File: src/rtl/victim_buffer_assoc.sv
// Fully-associative victim buffer between L1 and L2 with true-LRU replacement.
// Read hits are swapped out to L1, misses are filled from L2, dirty victims are written back.
module victim_buffer_assoc #(
  parameter  int ENTRIES = 4,
  parameter  int LINE_W  = 128,
  parameter  int TAG_W   = 12,
  parameter  int OFF_W   = 4,
  localparam int ADDR_W  = TAG_W + OFF_W,
  localparam int AW      = (ENTRIES > 1) ? $clog2(ENTRIES) : 1
) (
  input  logic              clk,
  input  logic              rst_n,
  input  logic              l1_read,
  input  logic              l1_write,
  input  logic [TAG_W-1:0]  l1_rtag,
  input  logic [TAG_W-1:0]  l1_wtag,
  input  logic [LINE_W-1:0] l1_wdata,
  input  logic              l1_dirty_in,
  output logic              l1_resp,
  output logic              l1_hit,
  output logic [LINE_W-1:0] l1_rdata,
  output logic              l1_dirty_out,
  output logic              l2_read,
  output logic              l2_write,
  output logic [ADDR_W-1:0] l2_address,
  output logic [LINE_W-1:0] l2_wdata,
  input  logic [LINE_W-1:0] l2_rdata,
  input  logic              l2_resp
);

  typedef enum logic [2:0] {
    S_IDLE, S_CHECK, S_FETCH, S_EVICT, S_INSERT, S_RESP
  } state_t;

  state_t r_state;
  state_t w_state_next;

  logic              r_valid [ENTRIES];
  logic              r_dirty [ENTRIES];
  logic [AW-1:0]     r_age   [ENTRIES];
  logic [TAG_W-1:0]  r_tag   [ENTRIES];
  logic [LINE_W-1:0] r_line  [ENTRIES];

  logic              r_rd;
  logic              r_wr;
  logic [TAG_W-1:0]  r_rtag;
  logic [TAG_W-1:0]  r_wtag;
  logic [LINE_W-1:0] r_wdata;
  logic              r_wdirty;
  logic [AW-1:0]     r_tgt;

  logic              r_l1_hit;
  logic [LINE_W-1:0] r_l1_rdata;
  logic              r_l1_dirty_out;
  logic              r_l2_read;
  logic              r_l2_write;
  logic [ADDR_W-1:0] r_l2_address;
  logic [LINE_W-1:0] r_l2_wdata;

  logic [ENTRIES-1:0] w_rmatch;
  logic [ENTRIES-1:0] w_wmatch;
  logic [ENTRIES-1:0] w_invalid;
  logic [ENTRIES-1:0] w_lru;
  logic               w_rhit;
  logic               w_whit;
  logic [AW-1:0]      w_ridx;
  logic [AW-1:0]      w_widx;
  logic [AW-1:0]      w_tsel;
  logic               w_tgt_dirty;

  logic               w_ent_wr;
  logic [AW-1:0]      w_ent_idx;
  logic               w_ent_dirty;
  logic               w_inval;
  logic [AW-1:0]      w_inval_idx;
  logic               w_touch;
  logic [AW-1:0]      w_touch_idx;

  // Lowest set bit wins.
  function automatic logic [AW-1:0] f_enc(input logic [ENTRIES-1:0] v);
    f_enc = '0;
    for (int i = ENTRIES - 1; i >= 0; i--) begin
      if (v[i]) f_enc = AW'(i);
    end
  endfunction

  generate
    for (genvar gi = 0; gi < ENTRIES; gi++) begin : g_match
      assign w_rmatch[gi]  = r_valid[gi] && (r_tag[gi] == r_rtag);
      assign w_wmatch[gi]  = r_valid[gi] && (r_tag[gi] == r_wtag);
      assign w_invalid[gi] = !r_valid[gi];
      assign w_lru[gi]     = (r_age[gi] == AW'(ENTRIES - 1));
    end
  endgenerate

  assign w_rhit      = |w_rmatch;
  assign w_whit      = |w_wmatch;
  assign w_ridx      = f_enc(w_rmatch);
  assign w_widx      = f_enc(w_wmatch);
  assign w_tsel      = (|w_invalid) ? f_enc(w_invalid) : f_enc(w_lru);
  assign w_tgt_dirty = r_valid[w_tsel] && r_dirty[w_tsel];

  // State register
  always_ff @(posedge clk or negedge rst_n) begin
    if (!rst_n) r_state <= S_IDLE;
    else        r_state <= w_state_next;
  end

  // Next-state logic
  always_comb begin
    w_state_next = r_state;
    case (r_state)
      S_IDLE:   if (l1_read || l1_write) w_state_next = S_CHECK;
      S_CHECK: begin
        if (r_rd) w_state_next = w_rhit ? S_RESP : S_FETCH;
        else      w_state_next = S_INSERT;
      end
      S_FETCH:  if (l2_resp) w_state_next = r_wr ? S_INSERT : S_RESP;
      S_INSERT: w_state_next = (!w_whit && w_tgt_dirty) ? S_EVICT : S_RESP;
      S_EVICT:  if (l2_resp) w_state_next = S_RESP;
      S_RESP:   w_state_next = S_IDLE;
      default:  w_state_next = S_IDLE;
    endcase
  end

  // Output logic
  always_comb begin
    l1_resp      = (r_state == S_RESP);
    l1_hit       = r_l1_hit;
    l1_rdata     = r_l1_rdata;
    l1_dirty_out = r_l1_dirty_out;
    l2_read      = r_l2_read;
    l2_write     = r_l2_write;
    l2_address   = r_l2_address;
    l2_wdata     = r_l2_wdata;
  end

  // Entry update strobes: one insert/overwrite, one invalidate and one LRU touch per cycle.
  always_comb begin
    w_ent_wr    = 1'b0;
    w_ent_idx   = '0;
    w_ent_dirty = 1'b0;
    w_inval     = 1'b0;
    w_inval_idx = '0;
    w_touch     = 1'b0;
    w_touch_idx = '0;
    case (r_state)
      S_CHECK: begin
        if (r_rd && w_rhit) begin
          if (r_wr) begin
            w_ent_wr    = 1'b1;
            w_ent_idx   = w_ridx;
            w_ent_dirty = r_wdirty;
            w_touch     = 1'b1;
            w_touch_idx = w_ridx;
          end else begin
            w_inval     = 1'b1;
            w_inval_idx = w_ridx;
          end
        end
      end
      S_INSERT: begin
        if (w_whit) begin
          w_ent_wr    = 1'b1;
          w_ent_idx   = w_widx;
          w_ent_dirty = r_dirty[w_widx] | r_wdirty;
          w_touch     = 1'b1;
          w_touch_idx = w_widx;
        end else if (!w_tgt_dirty) begin
          w_ent_wr    = 1'b1;
          w_ent_idx   = w_tsel;
          w_ent_dirty = r_wdirty;
          w_touch     = 1'b1;
          w_touch_idx = w_tsel;
        end
      end
      S_EVICT: begin
        if (l2_resp) begin
          w_ent_wr    = 1'b1;
          w_ent_idx   = r_tgt;
          w_ent_dirty = r_wdirty;
          w_touch     = 1'b1;
          w_touch_idx = r_tgt;
        end
      end
      default: ;
    endcase
  end

  generate
    for (genvar gi = 0; gi < ENTRIES; gi++) begin : g_entry
      always_ff @(posedge clk or negedge rst_n) begin
        if (!rst_n) begin
          r_valid[gi] <= 1'b0;
          r_dirty[gi] <= 1'b0;
          r_age[gi]   <= AW'(gi);
        end else begin
          if (w_ent_wr && (w_ent_idx == AW'(gi))) begin
            r_valid[gi] <= 1'b1;
            r_dirty[gi] <= w_ent_dirty;
          end else if (w_inval && (w_inval_idx == AW'(gi))) begin
            r_valid[gi] <= 1'b0;
          end
          // Ages stay a permutation: only entries younger than the touched one shift.
          if (w_touch) begin
            if (w_touch_idx == AW'(gi))
              r_age[gi] <= '0;
            else if (r_age[gi] < r_age[w_touch_idx])
              r_age[gi] <= r_age[gi] + 1'b1;
          end
        end
      end
    end
  endgenerate

  // Tag and line storage is qualified by valid, so it needs no reset.
  always_ff @(posedge clk) begin
    if (w_ent_wr) begin
      r_tag[w_ent_idx]  <= r_wtag;
      r_line[w_ent_idx] <= r_wdata;
    end
  end

  always_ff @(posedge clk or negedge rst_n) begin
    if (!rst_n) begin
      r_rd           <= 1'b0;
      r_wr           <= 1'b0;
      r_rtag         <= '0;
      r_wtag         <= '0;
      r_wdata        <= '0;
      r_wdirty       <= 1'b0;
      r_tgt          <= '0;
      r_l1_hit       <= 1'b0;
      r_l1_rdata     <= '0;
      r_l1_dirty_out <= 1'b0;
      r_l2_read      <= 1'b0;
      r_l2_write     <= 1'b0;
      r_l2_address   <= '0;
      r_l2_wdata     <= '0;
    end else begin
      r_l2_read  <= (w_state_next == S_FETCH);
      r_l2_write <= (w_state_next == S_EVICT);
      case (r_state)
        S_IDLE: begin
          if (l1_read || l1_write) begin
            r_rd     <= l1_read;
            r_wr     <= l1_write;
            r_rtag   <= l1_rtag;
            r_wtag   <= l1_wtag;
            r_wdata  <= l1_wdata;
            r_wdirty <= l1_dirty_in;
          end
        end
        S_CHECK: begin
          if (r_rd && w_rhit) begin
            r_l1_hit       <= 1'b1;
            r_l1_rdata     <= r_line[w_ridx];
            r_l1_dirty_out <= r_dirty[w_ridx];
          end else begin
            r_l1_hit <= 1'b0;
            if (r_rd) r_l2_address <= {r_rtag, {OFF_W{1'b0}}};
          end
        end
        S_FETCH: begin
          if (l2_resp) begin
            r_l1_hit       <= 1'b0;
            r_l1_rdata     <= l2_rdata;
            r_l1_dirty_out <= 1'b0;
          end
        end
        S_INSERT: begin
          r_tgt <= w_tsel;
          if (!w_whit && w_tgt_dirty) begin
            r_l2_address <= {r_tag[w_tsel], {OFF_W{1'b0}}};
            r_l2_wdata   <= r_line[w_tsel];
          end
        end
        default: ;
      endcase
    end
  end

endmodule
File: config.mk
export PLATFORM = sky130hd
export DESIGN_NAME = victim_buffer_assoc
export DESIGN_NICKNAME = d
export VERILOG_FILES = /design/src/rtl/victim_buffer_assoc.sv
export SDC_FILE = /design/constraint.sdc
export NUM_CORES = 2
export LEC_CHECK = 0
export ABC_CLOCK_PERIOD_IN_PS = 8900
export CORE_ASPECT_RATIO = 0.9
export CORE_MARGIN = 3
export CORE_UTILIZATION = 45
export CTS_CLUSTER_SIZE = 20
export DETAILED_ROUTE_END_ITERATION = 7
export GPL_TIMING_DRIVEN = 0
export PLACE_DENSITY = 0.7
export SYNTH_ARGS = -nofsm -noshare
export SYNTH_HDL_FRONTEND = slang
export SYNTH_SLANG_ARGS = --single-unit
File: constraint.sdc
create_clock -name clk -period 8.9 [get_ports clk]
set_input_delay 2.67 -clock clk [delete_from_list [all_inputs] [get_ports clk]]
set_output_delay 2.67 -clock clk [all_outputs]
set_load 0.01 [all_outputs]
==> impl_metrics.tcl <==
set metrics [dict create \
    dpl_worst_slack_ps 2650 \
    initial_core_util_pct 45.6 \
    arrival_ps 6230 \
    crit_chain "clkdlybuf4s50_1 > a21boi_2 > buf_6 > buf_2 > buf_2 > clkbuf_1 > nand2_1 > o21ai_1" \
    ys_ff_latch 1008 \
    powerDensity_mw_per_mm2 332 \
    ant_nets 0 \
    num-nets-final 5053 \
    use_met3_pct 6.49 \
    drive_gt1_share_pct 9.19 \
    reg2reg_from "r_age[0]" \
    netSwitchingFraction_pct 35.6 \
    p_int_w 0.0119 \
    nFillCells 7975 \
    cts_tree "done" \
    dieArea_mm2 0.102 \
    critPathMaxFanout 10 \
    finalSetupViolCount 0 \
    skew_ps 33.7 \
    io_buffers 558 \
    hold_path_class "reg -> reg" \
    worstSetupPathType "in -> reg" \
    synth_ff_type "edfxtp_1" \
    clockBufferDepth 3 \
    drv_cap 0 \
    globalRoute.totalOverflow 0 \
    dr_total_vias 35619 \
    max_stage_delay_ps 900 \
    htreeDepth 3 \
    first_global_vias 34403 \
    cts_buffers 105 \
    critPathTopFamily "buffers and inverters" \
    min_from "l2_wdata[101]" \
    avgSynthCellArea_um2 10.9 \
    placement_rows 108 \
    synthCells 4068 \
    required_ps 9480 \
    crit_path_end_kind "flop" \
    grt_use_met2_pct 46.5 \
    max_slew.worst_pin.slew_ps 1440 \
    hold_violations 0 \
    crit_path_start "l2_resp" \
    clk_latency_ps 680 \
    root_buffer "clkbuf_16" \
    core-area_mm2 0.0970 \
    dp_hpwl_um 107000 \
    final_core_utilization_pct 57.4 \
    max_freq_mhz 177 \
    critPathLaunchType "input port" \
    critPathMostFrequentCell "buf_2" \
    grtUsageTotal_pct 29.4 \
    die_w_um 337 \
    grt_max_degree 116 \
    synth_edf_count 560 \
    yosys_warnings 0 \
    holdBufCountCts 0 \
    syn_area_mm2 0.0443 \
    p_clk_share_pct 24.5 \
    dr.pass1.iters 7 \
    cp_slowest_cell "clkbuf_1" \
    path_clk_slew_ps 60 \
    rsz0062_at_grt "false" \
    antenna_found_initial 13 \
    drt-initial-drc-count 4483 \
    grt_pass1_wl_um 222000 \
    place_inst 5921 \
    cts.sinks 1008 \
    yosysSeqAreaShare_pct 63.3 \
    ios 563 \
    cp_num_buf_inv 5 \
    drc 0 \
    routabilityCongestion 0.908 \
    drt_wl_total_um 154000 \
    power.total_w 0.0185 \
    grt_use_met1_pct 39.3 \
    die_h_um 304 \
    p_leak_nw 21.2 \
    grt.busiest_layer "met2" \
    synthArstFlopShare_pct 44.4 \
    wl_per_cell_um 25.1 \
    post_cts_buffers 0 \
    syn2layout_area_growth_pct 25.8 \
    synth.distinct_cells 63 \
    p_sw_w 0.00657 \
    fin_crit_sh_pct 63.5 \
    setup_slack_ps 3250 \
    slew_headroom_pct 4.04 \
    p_seq_share_pct 41.0 \
    final_max_slew_viol_count 0 \
    drt-vias-per-instance 5.81 \
    pwr-share-comb_pct 34.6 \
    cts_resized 0 \
    period_needed_ps 5650 \
    stdcell_count 6129 \
    ir_drop_uv 174 \
    status "complete, no violations" \
]
==> synthesized netlist by cell type (all sizes together) (19+ instances only) <==
cell	instances	area share [%]
a211oi	129	2.2
clkbuf	255	2.2
nand2	1233	10
o21ai	399	4.5
buf	63	0.89
edfxtp	560	38
mux2	159	4.0
nand3	139	1.6
nand4	19	0.27
a311oi	141	2.8
nor2	37	0.31
xnor2	89	1.8
and2	131	1.9
a21oi	160	1.8
dfrtp	444	25
==> power by group through the flow <==
stage | Clock (W) | Combinational, W | Sequential [W]
6_report | 0.00452 | 0.00638 | 0.00757
3_5_place_dp | 0 | 0.00633 | 0.00762
5_1_grt | 0.00475 | 0.00688 | 0.00771
3_3_place_gp | 0 | 0.00617 | 0.00762
4_1_cts | 0.00456 | 0.00636 | 0.00754
2_1_floorplan | 0 | 0.00313 | 0.00762
==> layout by cell type (no fill, tap or decap), drive strengths merged, types with 5 or more instances in the layout <==
master	n
nand3	139
nand4	19
a311oi	141
nand2b	5
and2	131
nor2	37
inv	21
a211oi	129
a21oi	160
bufinv	8
dfrtp	444
nand2	1233
edfxtp	560
diode	9
clkdlybuf4s50	557
xor2	7
clkbuf	399
mux2	159
nor4	11
o21ai	399
clkinv	35
buf	91
xnor2	89
and3	18
==> worst min-delay path, cell delays in order (launching register included) <==
cell and delay, ps:
dfrtp_1 340, nand2_1 40, o21ai_0 50
==> kinds of logic after synthesis <==
family | share of synthesized area [%]
simple gates | 15.3
flops | 63.3
compound gates | 12.0
buf+inv | 3.15
mux | 4.27
xor+xnor | 1.90
fa+ha+maj | 0.113
other cells | 0.00847
==> state kept, by name, indices dropped and copies added (netlist names) <==
| signal | count |
|---|---|
| l2_read | 1 |
| r_line | 512 |
| r_wtag | 12 |
| r_rd | 1 |
| r_wdirty | 1 |
| r_tgt | 2 |
| l1_hit | 1 |
| r_wdata | 128 |
| r_age | 8 |
| r_state | 3 |
| r_dirty | 4 |
| r_wr | 1 |
| r_tag | 48 |
| r_rtag | 12 |
| l2_wdata | 128 |
| r_valid | 4 |
| l2_address | 12 |
| l2_write | 1 |
| l1_dirty_out | 1 |
| l1_rdata | 128 |
==> final timing paths <==
path | depth (start not counted) | slack (ps) | end
setup / recovery | 8 | 3250 | l1_rdata[115]
hold reg to reg | 2 | 480 | l2_wdata[101]
hold / removal | 2 | 480 | l2_wdata[101]
max in group asynchronous | 3 | 5470 | r_wdata[50]
setup reg to reg | 11 | 3490 | l2_wdata[51]
min in group asynchronous | 1 | 1930 | r_rtag[2]
==> through the flow <==
step / TNS [ps] / hold slack [ps] / instance area, um2
finish: 0 / 475 / 55700
global route: 0 / 504 / 55700
CTS: 0 / 482 / 55700
detailed placement: 0 / 470 / 52100
global placement: -8302330 / 462 / 51500
floorplan: 0 / 450 / 44300
==> final cells by class <==
type	count	area, um2	area share [%]
Clock inverter	55	551	0.988
Sequential cell	1008	28000	50.3
Antenna cell	9	22.5	0.0404
Inverter	11	41.3	0.0741
Clock buffer	144	3020	5.43
Buffer	318	1370	2.46
Tap cell	1265	1580	2.84
Multi-Input combinational cell	2734	14900	26.7
Timing Repair Buffer	585	6190	11.1
==> per-layer routing <==
| metal | vias up | part of all wire, % |
|---|---|---|
| li1 | 15813 | - |
| met1 | 17474 | 39 |
| met2 | 1992 | 46 |
| met3 | 338 | 10 |
| met4 | 2 | 4.3 |
| met5 | - | 0.0071 |
(Power assumes the default switching activity.)
